**src/rtl/spi_bridge.sv**
```systemverilog
// spi_bridge: SPI mode-0 slave front-end (MSB first) for the instruction decoder.
// SCLK, CS_N and MOSI are oversampled on clk. Received bytes are delivered
// on data_in with a one-cycle byte_sync strobe. The decoder's data_out reply
// is shifted out on MISO during the following byte.
//
// Ports:
//   clk, rst_n          system clock, asynchronous active-low reset
//   sclk, cs_n, mosi    SPI pins, asynchronous to clk
//   miso, miso_oe       serial data out and its pad output enable
//   byte_sync, data_in  new-byte strobe and last received byte
//   data_out            reply byte, sampled one clk after byte_sync
//   frame_start/_end    one-clk pulses on synchronised CS falling/rising edge
module spi_bridge #(
    parameter int unsigned SYNC_STAGES = 2,
    parameter logic [7:0]  IDLE_TX     = 8'h00
) (
    input  logic       clk,
    input  logic       rst_n,
    input  logic       sclk,
    input  logic       cs_n,
    input  logic       mosi,
    output logic       miso,
    output logic       miso_oe,
    output logic       byte_sync,
    output logic [7:0] data_in,
    input  logic [7:0] data_out,
    output logic       frame_start,
    output logic       frame_end
);

    localparam int unsigned    FW        = $clog2(SYNC_STAGES + 1);
    localparam logic [FW-1:0]  FLUSH_MAX = FW'(SYNC_STAGES);

    typedef enum logic [1:0] {
        ST_LOCKOUT,
        ST_IDLE,
        ST_FRAME
    } state_t;

    state_t state, state_nx;

    logic [SYNC_STAGES-1:0] sclk_sync, cs_sync, mosi_sync;
    logic                   sclk_s, cs_s, mosi_s;
    logic                   sclk_d, cs_d;
    logic [FW-1:0]          flush_cnt;
    logic                   flush_done;
    logic                   cs_fall, cs_rise, active;
    logic                   sclk_rise, sclk_fall;
    logic [2:0]             bit_cnt;
    logic [7:0]             rx_shift, tx_shift;
    logic                   load_q;

    // ---------------------------------------------------------------
    // Input synchronisers plus one edge-detect register on sclk/cs
    // ---------------------------------------------------------------
    always_ff @(posedge clk or negedge rst_n) begin
        if (!rst_n) begin
            sclk_sync <= '0;
            cs_sync   <= '1;
            mosi_sync <= '0;
            sclk_d    <= 1'b0;
            cs_d      <= 1'b1;
        end else begin
            sclk_sync <= {sclk_sync[SYNC_STAGES-2:0], sclk};
            cs_sync   <= {cs_sync[SYNC_STAGES-2:0], cs_n};
            mosi_sync <= {mosi_sync[SYNC_STAGES-2:0], mosi};
            sclk_d    <= sclk_s;
            cs_d      <= cs_s;
        end
    end

    assign sclk_s    = sclk_sync[SYNC_STAGES-1];
    assign cs_s      = cs_sync[SYNC_STAGES-1];
    assign mosi_s    = mosi_sync[SYNC_STAGES-1];
    assign sclk_rise = sclk_s & ~sclk_d;
    assign sclk_fall = ~sclk_s & sclk_d;

    // Counts cycles after reset until the synchronisers hold real samples,
    // so a CS already low at reset release is not mistaken for a frame start.
    always_ff @(posedge clk or negedge rst_n) begin
        if (!rst_n) begin
            flush_cnt <= '0;
        end else if (!flush_done) begin
            flush_cnt <= flush_cnt + 1'b1;
        end
    end

    assign flush_done = (flush_cnt == FLUSH_MAX);

    // ---------------------------------------------------------------
    // Frame FSM
    // ---------------------------------------------------------------
    always_ff @(posedge clk or negedge rst_n) begin
        if (!rst_n) begin
            state <= ST_LOCKOUT;
        end else begin
            state <= state_nx;
        end
    end

    always_comb begin
        state_nx = state;
        cs_fall  = 1'b0;
        cs_rise  = 1'b0;
        active   = 1'b0;
        case (state)
            ST_LOCKOUT: begin
                // Only leave lockout once CS is seen deasserted.
                if (flush_done && cs_s) begin
                    state_nx = ST_IDLE;
                end
            end
            ST_IDLE: begin
                if (cs_d && !cs_s) begin
                    cs_fall  = 1'b1;
                    state_nx = ST_FRAME;
                end
            end
            ST_FRAME: begin
                active = ~cs_s;
                if (!cs_d && cs_s) begin
                    cs_rise  = 1'b1;
                    state_nx = ST_IDLE;
                end
            end
            default: state_nx = ST_LOCKOUT;
        endcase
    end

    // ---------------------------------------------------------------
    // Receive / transmit datapath
    // ---------------------------------------------------------------
    always_ff @(posedge clk or negedge rst_n) begin
        if (!rst_n) begin
            bit_cnt     <= '0;
            rx_shift    <= '0;
            tx_shift    <= IDLE_TX;
            data_in     <= '0;
            byte_sync   <= 1'b0;
            load_q      <= 1'b0;
            miso_oe     <= 1'b0;
            frame_start <= 1'b0;
            frame_end   <= 1'b0;
        end else begin
            byte_sync   <= 1'b0;
            frame_start <= cs_fall;
            frame_end   <= cs_rise;
            load_q      <= byte_sync;

            if (cs_fall) begin
                bit_cnt  <= '0;
                rx_shift <= '0;
                miso_oe  <= 1'b1;
            end else if (cs_rise) begin
                bit_cnt  <= '0;
                miso_oe  <= 1'b0;
            end else if (active && sclk_rise) begin
                rx_shift <= {rx_shift[6:0], mosi_s};
                bit_cnt  <= bit_cnt + 3'd1;
                if (bit_cnt == 3'd7) begin
                    byte_sync <= 1'b1;
                    data_in   <= {rx_shift[6:0], mosi_s};
                end
            end

            // Reply load has priority over a shift; no shift at bit_cnt 0
            // keeps the first bit of each byte on MISO for its rising edge.
            if (cs_fall) begin
                tx_shift <= IDLE_TX;
            end else if (load_q) begin
                tx_shift <= data_out;
            end else if (active && sclk_fall && (bit_cnt != 3'd0)) begin
                tx_shift <= {tx_shift[6:0], 1'b0};
            end
        end
    end

    assign miso = (state == ST_FRAME && !cs_s) ? tx_shift[7] : 1'b0;

endmodule

```
**config.mk**
```make
export PLATFORM = sky130hd
export DESIGN_NAME = spi_bridge
export DESIGN_NICKNAME = d
export VERILOG_FILES = /design/src/rtl/spi_bridge.sv
export SDC_FILE = /design/constraint.sdc
export NUM_CORES = 1
export LEC_CHECK = 0
export CORE_MARGIN = 2
export CORE_UTILIZATION = 52
export DETAILED_ROUTE_END_ITERATION = 8
export PLACE_DENSITY_LB_ADDON = 0.12
export SETUP_SLACK_MARGIN = 0.3
export SLEW_MARGIN = 0
export SYNTH_ARGS = -nofsm -noshare
export SYNTH_HDL_FRONTEND = slang
export SYNTH_SLANG_ARGS = --single-unit
```
**constraint.sdc**
```tcl
create_clock -name clk -period 1.76 [get_ports clk]
set_input_delay 0.176 -clock clk [delete_from_list [all_inputs] [get_ports clk]]
set_output_delay 0.176 -clock clk [all_outputs]
set_load 0.005 [all_outputs]
```
# Yosys cells after proc, flatten, opt, wreduce, memory -nomap -nowiden
# Index checks and enable logic that the tools add are counted.
totals:
  in_bits: 13
  register_bits: 43
op_classes:
  eq_ne: 8
  n_reduce_logical: 18
  n_mux: 25
  addsub: 2
  n_bitwise: 7
ops:
  columns: ["cell", "count"]
  rows:
  - ["8-bit 2-to-1 mux", 3]
  - ["7-bit 2-to-1 mux", 3]
  - ["1-bit 2-to-1 mux", 12]
  - ["3-bit 2-to-1 mux", 3]
  - ["3-bit nonzero test", 3]
  - ["2-bit != test, second input constant", 4]
  - ["1-bit logical AND", 7]
  - ["2-bit 2-to-1 mux", 3]
  - ["2-bit case mux with 3 select lines", 1]
  - ["1-bit inverter", 5]
  - ["2-bit equality test, second input constant", 2]
  - ["4-bit AND reduction", 1]
  - ["2-bit nonzero test", 2]
  - ["3-bit by 1-bit adder with 3-bit output, second input constant", 1]
  - ["3-bit equality test, second input constant", 1]
  - ["3-bit AND reduction", 1]
  - ["2-bit by 1-bit adder with 2-bit output, second input constant", 1]
  - ["1-bit bitwise AND", 2]
  - ["2-bit by 1-bit equality test with 1-bit output, second input constant", 1]
  - ["1-bit zero test", 2]
  - ["2-bit zero test", 1]
  - ["2-bit AND reduction", 1]

# Longest topological paths before layout
# Gate-level depths: netlist (run 1).
depth:
  depth_word: 7
  ltp_mapped: 7
  depth_no_buf: 6

# Worst setup path before layout (run 1)
# Ideal clock, no wire load.
synth_path:
  path_type: "register to register"
  start: "register cs_sync[1]"
  end: "register data_in[0]"
  stages_incl_launch_ff: 6
  slack_ns: 0.250
  arrival_ns: 1.385
  required_time_ns: 1.635
  n_path_buf: 1
  synth_period_minus_slack_ns: 1.510
  setup_ns: 0.125
  path_cell_list: "dfstp_2 nor3b_2 and3_1 buf_4 nand2_4 mux2_4"
synth_via:
  elab_chain_len: 6
  elab_cells_between_ends: 13
  classes_between: "5 x mux; 3 x bitwise; 5 x reduce/logical"
synth_rtl:
  columns: ["element", "line_no", "rtl"]
  rows:
  - ["start, declared", "42", "logic [SYNC_STAGES-1:0] sclk_sync, cs_sync, mosi_sync;"]
  - ["start signal, assigned", "65", "cs_sync <= {cs_sync[SYNC_STAGES-2:0], cs_n};"]
  - ["1-bit zero test", "114", "if (cs_d && !cs_s) begin"]
  - ["1-bit logical AND", "114", null]
  - ["1-bit 2-to-1 mux", "114", null]
  - ["1-bit 2-to-1 mux", "106", "case (state)"]
  - ["1-bit inverter (no line)", null, null]
  - ["4-bit AND reduction (no line) *", null, null]
  - ["end signal, assigned", "162", "data_in <= {rx_shift[6:0], mosi_s};"]
  - ["end, declared", "25", "output logic [7:0] data_in,"]
# Every way passes the cells marked *; elsewhere a longest branch is shown, timed or not.
# A chain may end at the register's enable or synchronous reset.

# Worst setup path in the final report (run 1)
layout_path:
  start: "register state[0]"
  end: "register data_in[3]"
layout_via:
  elab_chain_len: 4
  elab_cells_between_ends: 9
  classes_between: "2 x eq/ne; 3 x mux; 2 x bitwise; 2 x reduce/logical"
layout_rtl:
  columns: ["element", "line_no", "rtl"]
  rows:
  - ["start, declared", "40", "state_t state, state_nx;"]
  - ["start signal, assigned", "97", "state <= state_nx;"]
  - ["2-bit equality test or 2-bit by 1-bit equality test with 1-bit output (tied branches)", "106", null]
  - ["1-bit 2-to-1 mux", "106", null]
  - ["1-bit logical AND or 1-bit inverter (tied branches)", null, null]
  - ["4-bit AND reduction (no line) *", null, null]
# Marked as above.

==> results_dict.tcl, run 1 <==
set metrics [dict create \
    htreeDepth 2 \
    slew-limit-headroom_pct 64.59 \
    crit_fanout 9 \
    setup_viol 0 \
    cp-end-kind "register" \
    maxCapViolCount 0 \
    yosys.cell_types.count 31 \
    drive_gt1_share_pct 26.26 \
    startpoint_type "register" \
    vias 1136 \
    ant_nets 0 \
    yosys-top-cells-count "dfrtp_1, nand2_1, o21ai_0" \
    slowest_stage "dfrtp_1" \
    final_max_slew_viol_count 0 \
    synth_top_area_share_pct 57.14 \
    grt-ovfl-total 0 \
    viasPerCell 5.049 \
    path_class "register to register" \
    track_usage_pct 18.26 \
    p_sw_share_pct 22.38 \
    syn_area_sq_um 1752 \
    cts_buffers 5 \
    crit_required_ps 2010 \
    drtPass1Iterations 2 \
    crit_arrival_ps 1730 \
    syn2layout_area_growth_pct 30.43 \
    ys_ff_latch 43 \
    rsz0062_at_grt "true" \
    synth_area_per_cell_sq_um 12.98 \
    yosysMostFrequentCell "dfrtp_1" \
    die_w_microns 62.04 \
    outcome "completed" \
    synth_ff_type "dfrtp_1" \
    synth_edf_count 0 \
    yosysSeqAreaShare_pct 61.64 \
    mappedNetlistNets 152 \
    p_comb_share_pct 9.8 \
    max_freq_mhz 676.3 \
    start_util_pct 53.33 \
    n_antenna_cell 0 \
    min_to "cs_sync[0]$_DFF_PN1_" \
    num_rows 21 \
    setup_tns_ps 0 \
    yosysTopAreaCell "dfrtp_1" \
    cts_num_sinks 43 \
    wl_mm 3.112 \
    dieArea_sq_um 3849 \
    vdd_drop_max_uv 910.1 \
    worstHoldPathCells 1 \
    p_int_mw 1.460 \
    wl_per_cell_microns 13.83 \
    fin_nets 195 \
    design_area_sq_um 2285 \
    clockBufferDepth 2 \
    grt_pass1_wl_mm 4.974 \
    fin_worst_skew_ps 15.08 \
    crit_chain "nor3b_2 -> buf_4 -> and3_4 -> nand2_8 -> mux2_4" \
    io_buffers 25 \
    drc_errors 0 \
    hold_violations 0 \
    grt_pass1_vias 1176 \
    coreArea_sq_um 3284 \
    ff2ff_path_depth 5 \
    p_per_area_nw_per_um2 823.4 \
    power_frac_seq_pct 55.9 \
    drtIter0Drc 48 \
    pin_count 26 \
    max_stage_delay_ps 420 \
    finalCritPeriodShare_pct 84.02 \
    cts_root_buffer "clkbuf_4" \
    r2r-end "data_in[3]$_DFFE_PN0P_" \
    die_h_microns 62.04 \
    r2r_setup_slack_ps 280 \
    ys_top_cells_by_area "dfrtp_1, mux2_4, dfstp_2" \
    dp_hpwl_mm 2.120 \
    grt_start_max_net_pins 44 \
    synthCells 135 \
    clock_latency_ps 360 \
    gp_congestion 0.7198 \
    crit_family "simple AND/OR/NAND/NOR gates" \
    yosysWarnings 0 \
    p_leak_nw 1.196 \
    clk_pin_slew_ps 120 \
    cts_tree "done" \
    hold_path.startpoint "cs_n" \
    postSynth.asyncResetShare_pct 100.0 \
    r2r-start "state[0]$_DFFE_PN0P_" \
    antenna_found_initial 0 \
    placed_area_sq_um 2061 \
    worst_pin_slew_ps 531.1 \
    period_needed_ps 1479 \
    hold_class "input port to register" \
    path_buf_inv 1 \
    netSwitchingPower_mw 0.4210 \
    clkPwrFrac_pct 34.4 \
]
-- placed cells by master, fill, tap and decap left out, drive strengths merged, types with 2 or more instances in the layout --
master          n
dfrtp          40
nand2          18
clkdlybuf4s50  17
buf            16
o21ai          12
mux2            9
inv             8
mux2i           7
clkbuf          7
o2bb2ai         6
dlymetal6s2s    6
ha              4
nand2b          3
dfstp           3
nor3b           2
a22o            2
a21oi           2
nor2b           2
and2            2
-- cell type report --
class | count | area (sq um)
fillers | 249 | 999.7
well taps | 46 | 57.56
inverters | 8 | 30.03
repair buffers | 41 | 381.6
flip-flops and latches | 43 | 1080
clock buffers | 6 | 51.30
clock inverters | 2 | 35.03
multi-input cells | 79 | 649.4
-- power groups by stage --
stage	sequential, mW	clock, mW	combinational [mW]
5_1_grt	1.06	0.702	0.205
6_report	1.05	0.646	0.184
3_3_place_gp	1.07	0	0.147
4_1_cts	1.05	0.662	0.175
3_5_place_dp	1.08	0	0.152
2_1_floorplan	1.07	0	0.0663
-- cells by family (layout without fill, tap and decap cells) --
family	Yosys count	after routing	share of synthesized area [%]
flops	43	43	61.64
simple gates	32	32	10.29
compound gates	26	26	10.07
mux	16	16	11.50
buf+inv	13	57	3.143
fa+ha+maj	4	4	2.857
xor+xnor	1	1	0.5001
-- timing repair --
action	4_1_cts	5_1_grt
hold endpoints to repair	40	0
setup buffers	4	8
resized for setup	10	9
endpoints found under the setup margin	26	27
hold buffers	1	0
pin swaps	3	5
-- worst reg2reg max path, delay by kind of cell, from the launching register on --
family	cells	cell delay, ps
simple gates	3	490
mux	1	310
buf+inv	1	150
flops	1	420
-- worst max path at each step --
stage	startpoint	endpoint	cells past startpoint
floorplan	cs_sync[1]$_DFF_PN1_	data_in[0]$_DFFE_PN0P_	5
global placement	state[0]$_DFFE_PN0P_	data_in[4]$_DFFE_PN0P_	4
detailed placement	state[0]$_DFFE_PN0P_	data_in[2]$_DFFE_PN0P_	4
CTS	state[0]$_DFFE_PN0P_	miso	3
global route	state[0]$_DFFE_PN0P_	tx_shift[7]$_DFFE_PN0P_	5
finish	state[0]$_DFFE_PN0P_	data_in[3]$_DFFE_PN0P_	5
-- flip-flops by register name, indices dropped and copies added (netlist names) --
name         count
sclk_sync        2
tx_shift         8
mosi_sync        2
cs_d             1
flush_cnt        2
load_q           1
state            2
miso_oe          1
frame_start      1
cs_sync          2
byte_sync        1
sclk_d           1
frame_end        1
bit_cnt          3
rx_shift         7
data_in          8
-- per-stage QoR --
step	cells	power, mW	util (%)	worst slack, ps	hold WS (ps)
final	225	1.881	69.56	281.3	227.2
after global routing	225	1.963	69.56	241.2	214.4
after CTS	217	1.890	67.24	243.5	212.8
after detailed placement	204	1.227	62.74	174.6	275.0
after global placement	204	1.217	62.74	246.2	265.3
after floorplan	135	1.136	-	311.5	-119.6
-- routing by layer --
layer | track usage (%) | wire (microns)
met3 | 6.418 | 155
met4 | 6.991 | 45
met5 | 0 | 0
met1 | 20.41 | 1346
met2 | 31.85 | 1564
Note: power is estimated with default switching activity, not from simulation.
==> inputs of run 2 (changes only) <==
==> constraint.sdc (replaced) <==
create_clock -name clk -period 1.45 [get_ports clk]
set_input_delay 0.145 -clock clk [delete_from_list [all_inputs] [get_ports clk]]
set_output_delay 0.145 -clock clk [all_outputs]
set_load 0.005 [all_outputs]
==> results_dict.tcl, run 2 (synthesized netlist as in run 1, its figures left out) <==
set metrics [dict create \
    final_common_cell "dfrtp_1" \
    cp-end-kind "register" \
    vias 1199 \
    dp_cells 210 \
    p_leak_nw 1.186 \
    die_w_microns 62.04 \
    ff2ff_path_depth 5 \
    clkPwrFrac_pct 32.4 \
    cts_num_sinks 43 \
    max_stage_delay_ps 400 \
    netSwitchingPower_mw 0.5145 \
    fin_cells 235 \
    antenna_found_initial 0 \
    slowest_stage "dfrtp_1" \
    p_int_mw 1.753 \
    crit_arrival_ps 1800 \
    worst_pin_slew_ps 450.5 \
    setup_tns_ps -1095 \
    total_power_mw 2.267 \
    design_area_sq_um 2409 \
    grt_start_max_net_pins 26 \
    slew-limit-headroom_pct 69.97 \
    clk_pin_slew_ps 130 \
    io_buffers 25 \
    place_worst_setup_slack_ps -99.65 \
    hold_class "input port to register" \
    n_antenna_cell 0 \
    fin_nets 205 \
    drtPass1Iterations 4 \
    num_rows 21 \
    cts_root_buffer "clkbuf_4" \
    final_cell_mix "dfrtp_1, nand2_1, buf_4" \
    crit_fanout 9 \
    wl_mm 3.490 \
    p_per_area_nw_per_um2 941.3 \
    dp_hpwl_mm 2.160 \
    multi_input_area_sq_um 666.9 \
    cts_tree "done" \
    crit_required_ps 1700 \
    period_needed_ps 1549 \
    wl_per_cell_microns 14.85 \
    coreArea_sq_um 3284 \
    crit_chain "nor3b_4 -> buf_4 -> and3_4 -> nand2_8 -> mux2_4" \
    fillers 224 \
    power_frac_seq_pct 56.4 \
    maxCapViolCount 0 \
    crit_path_start "state[1]$_DFFE_PN0P_" \
    cts_buffers 5 \
    grt-ovfl-total 0 \
    r2r-end "data_in[1]$_DFFE_PN0P_" \
    track_usage_pct 20.53 \
    pin_count 26 \
    fin_worst_skew_ps 19.49 \
    startpoint_type "register" \
    hold_violations 0 \
    setup_viol 18 \
    vdd_drop_max_uv 699.1 \
    viasPerCell 5.102 \
    violations "setup timing" \
    syn2layout_area_growth_pct 37.50 \
    p_sw_share_pct 22.69 \
    ant_nets 0 \
    gp_congestion 0.7694 \
    fin_ws_ps -99.19 \
    die_h_microns 62.04 \
    drc_errors 0 \
    drtIter0Drc 43 \
    r2r_setup_slack_ps -100 \
    worst_hold_slack_ps 183.7 \
    crit_path_end "data_in[1]$_DFFE_PN0P_" \
    dieArea_sq_um 3849 \
    regArea_sq_um 1080 \
    grt_pass1_vias 1198 \
    clock_latency_ps 360 \
    max_freq_mhz 645.5 \
    p_comb_share_pct 11.2 \
    rsz0062_at_grt "true" \
    clockBufferDepth 2 \
    htreeDepth 2 \
    r2r-start "state[1]$_DFFE_PN0P_" \
    reg_top3 "data_in: 8 flops, tx_shift: 8 flops, rx_shift: 7 flops" \
    grt_pass1_wl_mm 5.499 \
    final_max_slew_viol_count 0 \
    drive_gt1_share_pct 32.80 \
    finalCritPeriodShare_pct 106.8 \
    outcome "finished, violations left" \
    final_util_pct 73.33 \
    path_class "register to register" \
    placed_area_sq_um 2121 \
    start_util_pct 53.33 \
]
run 2: worst min path at each step:
stage | start | endpoint | slack [ps] | cells after the start
finish | cs_n | cs_sync[0]$_DFF_PN1_ | 180 | 1
global route | cs_n | cs_sync[0]$_DFF_PN1_ | 200 | 1
CTS | cs_n | cs_sync[0]$_DFF_PN1_ | 180 | 1
detailed placement | rst_n | data_in[3]$_DFFE_PN0P_ | 120 | 1
global placement | rst_n | data_in[3]$_DFFE_PN0P_ | 100 | 1
floorplan | rst_n | bit_cnt[0]$_DFFE_PN0P_ | -150 | 0
run 2: worst max-delay path: cells and delay by family (launching register included):
| kind | cells | cell delay (ps) |
|---|---|---|
| flip-flops | 1 | 400 |
| AND/OR/NAND/NOR | 3 | 560 |
| multiplexers | 1 | 310 |
| buffers and inverters | 1 | 150 |
run 2: power groups by stage:
| stage | clock [mW] | sequential, mW | combinational (mW) |
|---|---|---|---|
| after floorplan | 0 | 1.30 | 0.0818 |
| after global placement | 0 | 1.29 | 0.208 |
| after detailed placement | 0 | 1.30 | 0.216 |
| after CTS | 0.746 | 1.27 | 0.245 |
| after global routing | 0.801 | 1.28 | 0.286 |
| final | 0.734 | 1.28 | 0.255 |
run 2: timing repair:
item / in CTS / in global routing
pin swaps: 6 / 5
cloned: 1 / 1
hold buffers: 1 / 0
setup buffers: 8 / 6
endpoints found under the hold margin: 18 / 0
gates resized for setup: 43 / 15
endpoints found under the setup margin: 43 / 38
run 2: cell type report:
cell class | instances | share of cell area (%)
sequential | 43 | 44.83
clock buffer | 7 | 1.870
timing repair buffer | 51 | 20.73
tap | 46 | 2.390
clock inverter | 1 | 1.247
multi-input combinational | 79 | 27.69
inverter | 8 | 1.247
run 2: metal layers:
metal  vias up  GRT usage (%)  part of all wire, %
li1        570              -                    -
met4         0          9.119                  1.8
met3         8          4.969                  3.6
met2        21          34.38                   51
met1       600          25.14                   43
met5         -              0                    0
